[src/rtl/ticket_pkg.sv]
// ticket_pkg: shared types and constants for the ticket dispense pulse checker.
//   ticket_type_t : 2-bit ticket line index (0 -> tk_in_i[0])
//   err_code_t    : result code reported when a transaction closes
//   chk_state_t   : checker FSM state, also exported for debug
//   multi_hot()   : true when more than one bit of a line vector is set
package ticket_pkg;

  localparam int NUM_TICKET_TYPES = 4;

  typedef logic [1:0] ticket_type_t;

  typedef enum logic [1:0] {
    ERR_NONE  = 2'b00,
    ERR_COUNT = 2'b01,
    ERR_STRAY = 2'b10,
    ERR_SIMUL = 2'b11
  } err_code_t;

  typedef enum logic [1:0] {
    S_IDLE    = 2'd0,
    S_COLLECT = 2'd1,
    S_DONE    = 2'd2
  } chk_state_t;

  // Clearing the lowest set bit leaves something only if two or more were set.
  function automatic logic multi_hot(input logic [NUM_TICKET_TYPES-1:0] v);
    return (v & (v - NUM_TICKET_TYPES'(1))) != '0;
  endfunction

endpackage

[src/rtl/tkt_edge_detect.sv]
// tkt_edge_detect: rising-edge detector for the four dispense lines.
//   clk, rst : clock and asynchronous active-high reset
//   tk_i     : raw dispense lines
//   rise_o   : registered one-cycle rise flags, one per line
// Build option TKT_INPUT_SYNC_EN: adds a 2-flop synchronizer per line in
// front of the detector when the dispenser runs in another clock domain
// (rise latency grows from 1 to 3 cycles).
module tkt_edge_detect
  import ticket_pkg::*;
(
  input  logic                        clk,
  input  logic                        rst,
  input  logic [NUM_TICKET_TYPES-1:0] tk_i,
  output logic [NUM_TICKET_TYPES-1:0] rise_o
);

  logic [NUM_TICKET_TYPES-1:0] tk_s;
  logic [NUM_TICKET_TYPES-1:0] prev_q;
  logic [NUM_TICKET_TYPES-1:0] rise_q;

`ifdef TKT_INPUT_SYNC_EN
  logic [NUM_TICKET_TYPES-1:0] sync1_q;
  logic [NUM_TICKET_TYPES-1:0] sync2_q;

  always_ff @(posedge clk or posedge rst) begin
    if (rst) begin
      sync1_q <= '0;
      sync2_q <= '0;
    end else begin
      sync1_q <= tk_i;
      sync2_q <= sync1_q;
    end
  end

  assign tk_s = sync2_q;
`else
  assign tk_s = tk_i;
`endif

  // A line held high produces a single rise: prev_q tracks the last level.
  always_ff @(posedge clk or posedge rst) begin
    if (rst) begin
      prev_q <= '0;
      rise_q <= '0;
    end else begin
      prev_q <= tk_s;
      rise_q <= tk_s & ~prev_q;
    end
  end

  assign rise_o = rise_q;

endmodule

[config.mk]
export PLATFORM = sky130hd
export DESIGN_NAME = tkt_edge_detect
export DESIGN_NICKNAME = d
export VERILOG_FILES = /design/src/rtl/ticket_pkg.sv /design/src/rtl/tkt_edge_detect.sv
export SDC_FILE = /design/constraint.sdc
export NUM_CORES = 1
export LEC_CHECK = 0
export ABC_AREA = 1
export CAP_MARGIN = 20
export CORE_AREA = 2 2 39 41
export CTS_CLUSTER_SIZE = 10
export DETAILED_ROUTE_END_ITERATION = 8
export DIE_AREA = 0 0 41 43
export SLEW_MARGIN = 20
export SYNTH_ARGS = -nofsm -noshare
export SYNTH_HDL_FRONTEND = slang
export SYNTH_SLANG_ARGS = --single-unit
[constraint.sdc]
create_clock -name clk -period 0.8 [get_ports clk]
set_input_delay 0.16 -clock clk [delete_from_list [all_inputs] [get_ports clk]]
set_output_delay 0.16 -clock clk [all_outputs]
set_load 0.01 [all_outputs]
# After elaboration in Yosys (flattened, before gate mapping)
# Cells that the tools add are included.
# word_totals
ff_bits	8
inputBits	6
output_inout_bits	4
wordCells	4
# op_classes
bitwise_logic	2
# ops
operator	count
AND 4 bit	1
inverter 4 bit	1

# Longest topological paths before layout
# Gate-level depths: netlist of run 1.
# depth
word_depth	2
mapped_depth	2
mapped_depth_nobuf	2

# Least setup slack after synthesis of run 1
# No wires, ideal clock.
# synth_timing
kind	reg2out
start	register rise_q[0] (netlist: rise_o[0])
end	output rise_o[0]
arrival_time_ps	376
required_time_ps	640
slack_ps	264
path_stages_with_launch	1
n_path_buf	0
path_cell_list	dfrtp_1
# synth_rtl
element	line_no	rtl
start: declaration	tkt_edge_detect.sv:19	logic [NUM_TICKET_TYPES-1:0] rise_q;
start signal: assignment	tkt_edge_detect.sv:47	rise_q <= tk_s & ~prev_q;
end: declaration	tkt_edge_detect.sv:14	output logic [NUM_TICKET_TYPES-1:0] rise_o
# No word-level cell between the ends.

# Worst setup path after layout of run 1
# layout_timing
start	register rise_q[2] (netlist: rise_o[2])
end	output rise_o[2]
# No word-level cell between the ends.

==> results of run 1 <==
synth_stat cells, drive strengths merged:
master	n
dfrtp	8
inv	5
nor2	4
kinds of logic (layout without fill, tap and decap cells):
logic type / after synthesis / in the layout / synth area share, %
and+or+nand+nor: 4 / 4 / 10.3
DFF: 8 / 8 / 82.1
buffers and inverters: 5 / 17 / 7.69
state kept, by name, summed over array words and instances (netlist names):
register,flops
prev_q,4
rise_o,4
routing by layer:
metal | vias up | GRT usage [%]
met2 | 10 | 7.19
met4 | 0 | 10.0
li1 | 71 | -
met1 | 58 | 6.62
met3 | 2 | 3.14
met5 | - | 0
repair_timing:
| action | 4_1_cts | 5_1_grt |
|---|---|---|
| gates cloned | 0 | 0 |
| endpoints found under the hold margin | 0 | 0 |
| resized for setup | 16 | 1 |
| pin swaps | 0 | 0 |
| setup endpoints to repair | 4 | 4 |
area by class of cell:
cell class / instances / area share [%]
timing repair buffer: 9 / 21.0
inverter: 5 / 5.17
clock buffer: 3 / 6.21
sequential: 8 / 55.2
multi-input combinational: 4 / 6.90
tap: 16 / 5.52
power by group through the flow:
stage	Clock [mW]	Combinational, mW	Sequential [mW]
floorplan	0	0.0176	0.445
global placement	0	0.0729	0.439
detailed placement	0	0.0739	0.439
CTS	0.327	0.0642	0.432
global route	0.344	0.0737	0.433
finish	0.302	0.0655	0.432
how the worst min path moves through the flow:
stage / end / startpoint / slack (ns)
2_1_floorplan: prev_q[0] / rst / -0.02
3_3_place_gp: rise_o[1] / prev_q[1] / 0.39
3_5_place_dp: rise_o[0] / prev_q[0] / 0.40
4_1_cts: rise_o[0] / rst / 0.15
5_1_grt: rise_o[0] / rst / 0.18
6_report: rise_o[3] / rst / 0.15
stage by stage:
step	hold slack [ns]	util [%]
final	0.154	26.2
after global routing	0.180	26.2
after CTS	0.150	25.8
after detailed placement	0.400	25.6
after global placement	0.395	25.6
after floorplan	-0.0243	-
==> impl_metrics.tcl, run 1 <==
set metrics [dict create \
    p_int_mw 0.634 \
    synth_top_area_share_pct 82.1 \
    multi_input_area_um2 25.0 \
    met3WireLength_um 62 \
    finalCriticalPeriod_ns 0.893 \
    power_frac_comb_pct 8.2 \
    switching_power_mw 0.166 \
    dieArea_um2 1760 \
    syn_nets 23 \
    grt_usage_pct 6.48 \
    syn_to_final_growth_pct 48.7 \
    fp.coreArea_um2 1380 \
    rr_endpoint "rise_o[3]" \
    ios 10 \
    regArea_um2 200 \
    postSynthCellCount 17 \
    p_total_mw 0.800 \
    timing.setup.tns_ns -0.362 \
    end_kind "output pin" \
    grt-ovfl-total 0 \
    antenna_left 0 \
    power_frac_seq_pct 54.0 \
    path_buf_inv 1 \
    place_hpwl_um 269 \
    drcViolationCount 0 \
    placed_cell_area_um2 354 \
    crit_required_ns 0.64 \
    drv_slew 0 \
    r2r_setup_slack_ns 0.27 \
    violations "negative setup slack" \
    path_delay_family "flip-flops" \
    critPathLaunchType "register" \
    grt_pass1_vias 161 \
    cp_cell_sequence "buf_6" \
    cts_hold_buf 0 \
    avgRoutedWirePerCell_um 8.42 \
    path_max_fanout 1 \
    critPathSlowestCell "dfrtp_1" \
    stdcell_area_um2 363 \
    fp.dieH_um 43 \
    pwr-share-clk_pct 37.8 \
    ys_warn_count 0 \
    clk_pin_slew_ns 0.05 \
    pwr_density_cell_nw_per_um2 2200 \
    cts-root-buf "clkbuf_4" \
    clock_latency_ns 0.25 \
    routed.top_layer "met4" \
    dp.cells 42 \
    final_cell_mix "8 x dfrtp_1, 5 x inv_1, 5 x clkdlybuf4s50_1" \
    start_util_pct 17.6 \
    setup_ws_ns -0.0930 \
    crit_cells 1 \
    drv_cap 0 \
    fmax_ghz 1.12 \
    rows 14 \
    worstRegToRegCells 1 \
    skew_ns 0.00157 \
    grt_pass1_wl_um 662 \
    fillers 146 \
    place.gp.congestion 0.642 \
    drt_iter0_drc 0 \
    antenna_found_initial 0 \
    nets 37 \
    cts_max_level 1 \
    setup_viol 4 \
    switching_share_pct 20.8 \
    maxSlewHeadroom_pct 80.0 \
    outcome "finished, violations left" \
    post-route-period-util_pct 112 \
    synth_area_um2 244 \
    avgSynthCellArea_um2 14.4 \
    layout_commonest_cell "dfrtp_1" \
    pre_cts_ws_ns -0.191 \
    routed_via_density 3.13 \
    grt_start_max_net_pins 9 \
    wirelength_um 379 \
    ys_ff_latch 8 \
    timing.rr.start "prev_q[3]" \
    cellLeakagePower_nw 0.186 \
    vias 141 \
    critical_path.startpoint "rise_o[2]" \
    critPathKind "register to output pin" \
    cts_tree "done" \
    cts_setup_buffers 0 \
    ir_drop_v 0.000433 \
    m1WireLength_um 167 \
    clock_sinks 8 \
    critPathMaxStageDelay_ns 0.37 \
    crit_end "rise_o[2]" \
    yosysSeqAreaShare_pct 82.1 \
    stdcell_count 45 \
    wl_met2_um 143 \
    worstPathArrival_ns 0.73 \
    antenna-diode-count 0 \
    synth_cell_types 3 \
    numPortBuffers 9 \
    synthTopCellsByArea "dfrtp_1 82%, nor2_2 10%, inv_1 7.7%" \
    hold_viol 0 \
    hold_path.class "input port to async pin" \
    drtPass1Iterations 1 \
    die_w_um 41 \
    cts_made_buffers 3 \
    synth_top_area_cell "dfrtp_1" \
    rsz0062_at_grt "true" \
    drive_above_1_share_pct 37.9 \
    tightest_slew_ns 0.300 \
    clock_path_buffers 2 \
]
Note: power is estimated with default switching activity, not from simulation.
==> inputs of run 2 (changes only) <==
--- a/config.mk
+++ b/config.mk
@@ -11,6 +11,7 @@
 export CTS_CLUSTER_SIZE = 10
 export DETAILED_ROUTE_END_ITERATION = 8
 export DIE_AREA = 0 0 41 43
+export GPL_ROUTABILITY_DRIVEN = 0
 export SLEW_MARGIN = 20
 export SYNTH_ARGS = -nofsm -noshare
 export SYNTH_HDL_FRONTEND = slang
==> results of run 2 <==
No change in the layout: final DEF, timing and power equal those of run 1.
==> inputs of run 3 (changes only) <==
--- a/config.mk
+++ b/config.mk
@@ -6,12 +6,12 @@
 export NUM_CORES = 1
 export LEC_CHECK = 0
 export ABC_AREA = 1
-export CAP_MARGIN = 20
 export CORE_AREA = 2 2 39 41
 export CTS_CLUSTER_SIZE = 10
 export DETAILED_ROUTE_END_ITERATION = 8
 export DIE_AREA = 0 0 41 43
 export GPL_ROUTABILITY_DRIVEN = 0
+export RECOVER_POWER = 50
 export SLEW_MARGIN = 20
 export SYNTH_ARGS = -nofsm -noshare
 export SYNTH_HDL_FRONTEND = slang
==> run 3 against run 2 <==
The run still ends with negative setup slack left. Combinational power decreased by 2%. Clock skew about the same. Count of clock-buffer cells in the layout did not move. Register-to-register slack is essentially flat. Die area unchanged. Hold slack better by 0.14 ns. Via count unchanged. Critical endpoint unchanged. Largest power group unchanged.
==> impl_metrics.tcl, run 3 (synthesis results as in run 1) <==
set metrics [dict create \
    post-route-period-util_pct 112 \
    stdcell_area_um2 363 \
    switching_power_mw 0.166 \
    critPathMaxStageDelay_ns 0.37 \
    avgRoutedWirePerCell_um 8.40 \
    routed_via_density 3.13 \
    fp.coreArea_um2 1380 \
    setup_ws_ns -0.0930 \
    end_kind "output pin" \
    wirelength_um 378 \
    switching_share_pct 20.8 \
    cts_tree "done" \
    p_int_mw 0.633 \
    drtPass1Iterations 1 \
    pwr-share-clk_pct 37.8 \
    regArea_um2 200 \
    ios 10 \
    grt_pass1_wl_um 662 \
    pwr_density_cell_nw_per_um2 2200 \
    critPathKind "register to output pin" \
    rows 14 \
    clock_path_buffers 2 \
    setup_viol 4 \
    grt_usage_pct 6.48 \
    critPathSlowestCell "dfrtp_1" \
    antenna-diode-count 0 \
    cts_max_level 1 \
    clock_sinks 8 \
    timing.rr.start "prev_q[3]" \
    power_frac_comb_pct 8.1 \
    cts-root-buf "clkbuf_4" \
    path_max_fanout 1 \
    numPortBuffers 9 \
    grt_pass1_vias 161 \
    dieArea_um2 1760 \
    layout_commonest_cell "dfrtp_1" \
    place_hpwl_um 269 \
    hold_path.class "input port to async pin" \
    nets 37 \
    antenna_found_initial 0 \
    cellLeakagePower_nw 0.187 \
    multi_input_area_um2 25.0 \
    r2r_setup_slack_ns 0.27 \
    fillers 146 \
    grt_start_max_net_pins 9 \
    pre_cts_ws_ns -0.191 \
    fp.dieH_um 43 \
    grt-ovfl-total 0 \
    rsz0062_at_grt "true" \
    drv_slew 0 \
    rr_endpoint "rise_o[3]" \
    drcViolationCount 0 \
    dp.cells 42 \
    worstRegToRegCells 1 \
    timing.setup.tns_ns -0.362 \
    cts_made_buffers 3 \
    cts_setup_buffers 0 \
    antenna_left 0 \
    hold_viol 0 \
    drt_iter0_drc 0 \
    tightest_slew_ns 0.300 \
    cp_cell_sequence "buf_6" \
    skew_ns 0.00157 \
    cts_hold_buf 0 \
    violations "negative setup slack" \
    clock_latency_ns 0.25 \
    die_w_um 41 \
    drive_above_1_share_pct 37.9 \
    clk_pin_slew_ns 0.05 \
    finalCriticalPeriod_ns 0.893 \
    critPathLaunchType "register" \
    syn_to_final_growth_pct 48.7 \
    final_cell_mix "8 x dfrtp_1, 5 x inv_1, 4 x nor2_2, 4 x clkdlybuf4s50_1" \
    drv_cap 0 \
    maxSlewHeadroom_pct 80.0 \
    path_buf_inv 1 \
    start_util_pct 17.6 \
    ir_drop_v 0.000433 \
    timing.hold.ws_ns 0.291 \
    crit_required_ns 0.64 \
    fmax_ghz 1.12 \
    worstPathArrival_ns 0.73 \
    stdcell_count 45 \
    outcome "finished, violations left" \
    path_delay_family "flip-flops" \
    placed_cell_area_um2 354 \
    vias 141 \
    power_frac_seq_pct 54.1 \
]
run 3: power by group through the flow:
stage / combinational [mW] / clock, mW / sequential [mW]
2_1_floorplan: 0.0176 / 0 / 0.445
4_1_cts: 0.0642 / 0.327 / 0.432
6_report: 0.0645 / 0.302 / 0.432
3_5_place_dp: 0.0739 / 0 / 0.439
3_3_place_gp: 0.0729 / 0 / 0.439
5_1_grt: 0.0727 / 0.344 / 0.433
run 3: worst max path at each step:
stage / start / endpoint / depth (start not counted)
after floorplan: rise_o[0] / rise_o[0] / 0
after global placement: rise_o[2] / rise_o[2] / 1
after detailed placement: rise_o[2] / rise_o[2] / 1
after CTS: rise_o[0] / rise_o[0] / 1
after global routing: rise_o[2] / rise_o[2] / 1
final: rise_o[2] / rise_o[2] / 1
run 3: per-stage QoR:
step           total power [mW]  utilization, %
5_1_grt                   0.851            26.2
2_1_floorplan             0.462               -
4_1_cts                   0.823            25.8
3_3_place_gp              0.511            25.6
6_report                  0.799            26.2
3_5_place_dp              0.513            25.6
run 3: what timing repair did:
action | 4_1_cts | 5_1_grt
endpoints found under the setup margin | 4 | 4
gates resized for setup | 16 | 1
hold endpoints to repair | 0 | 0
run 3: cell type report:
type,count,share of cell area (%)
clock buffer,3,6.21
inverter,5,5.17
multi-input combinational,4,6.90
sequential,8,55.2
tap,16,5.52
timing repair buffer,9,21.0
run 3: per-layer routing:
| metal | vias to the layer above | track usage, % | part of all wire (%) | routed length, um |
|---|---|---|---|---|
| met1 | 58 | 6.62 | 44 | 167 |
| met2 | 10 | 7.19 | 38 | 143 |
| met4 | 0 | 10.0 | 1.3 | 5 |
| met3 | 2 | 3.14 | 16 | 62 |
| met5 | - | 0 | 0 | 0 |
| li1 | 71 | - | - | - |
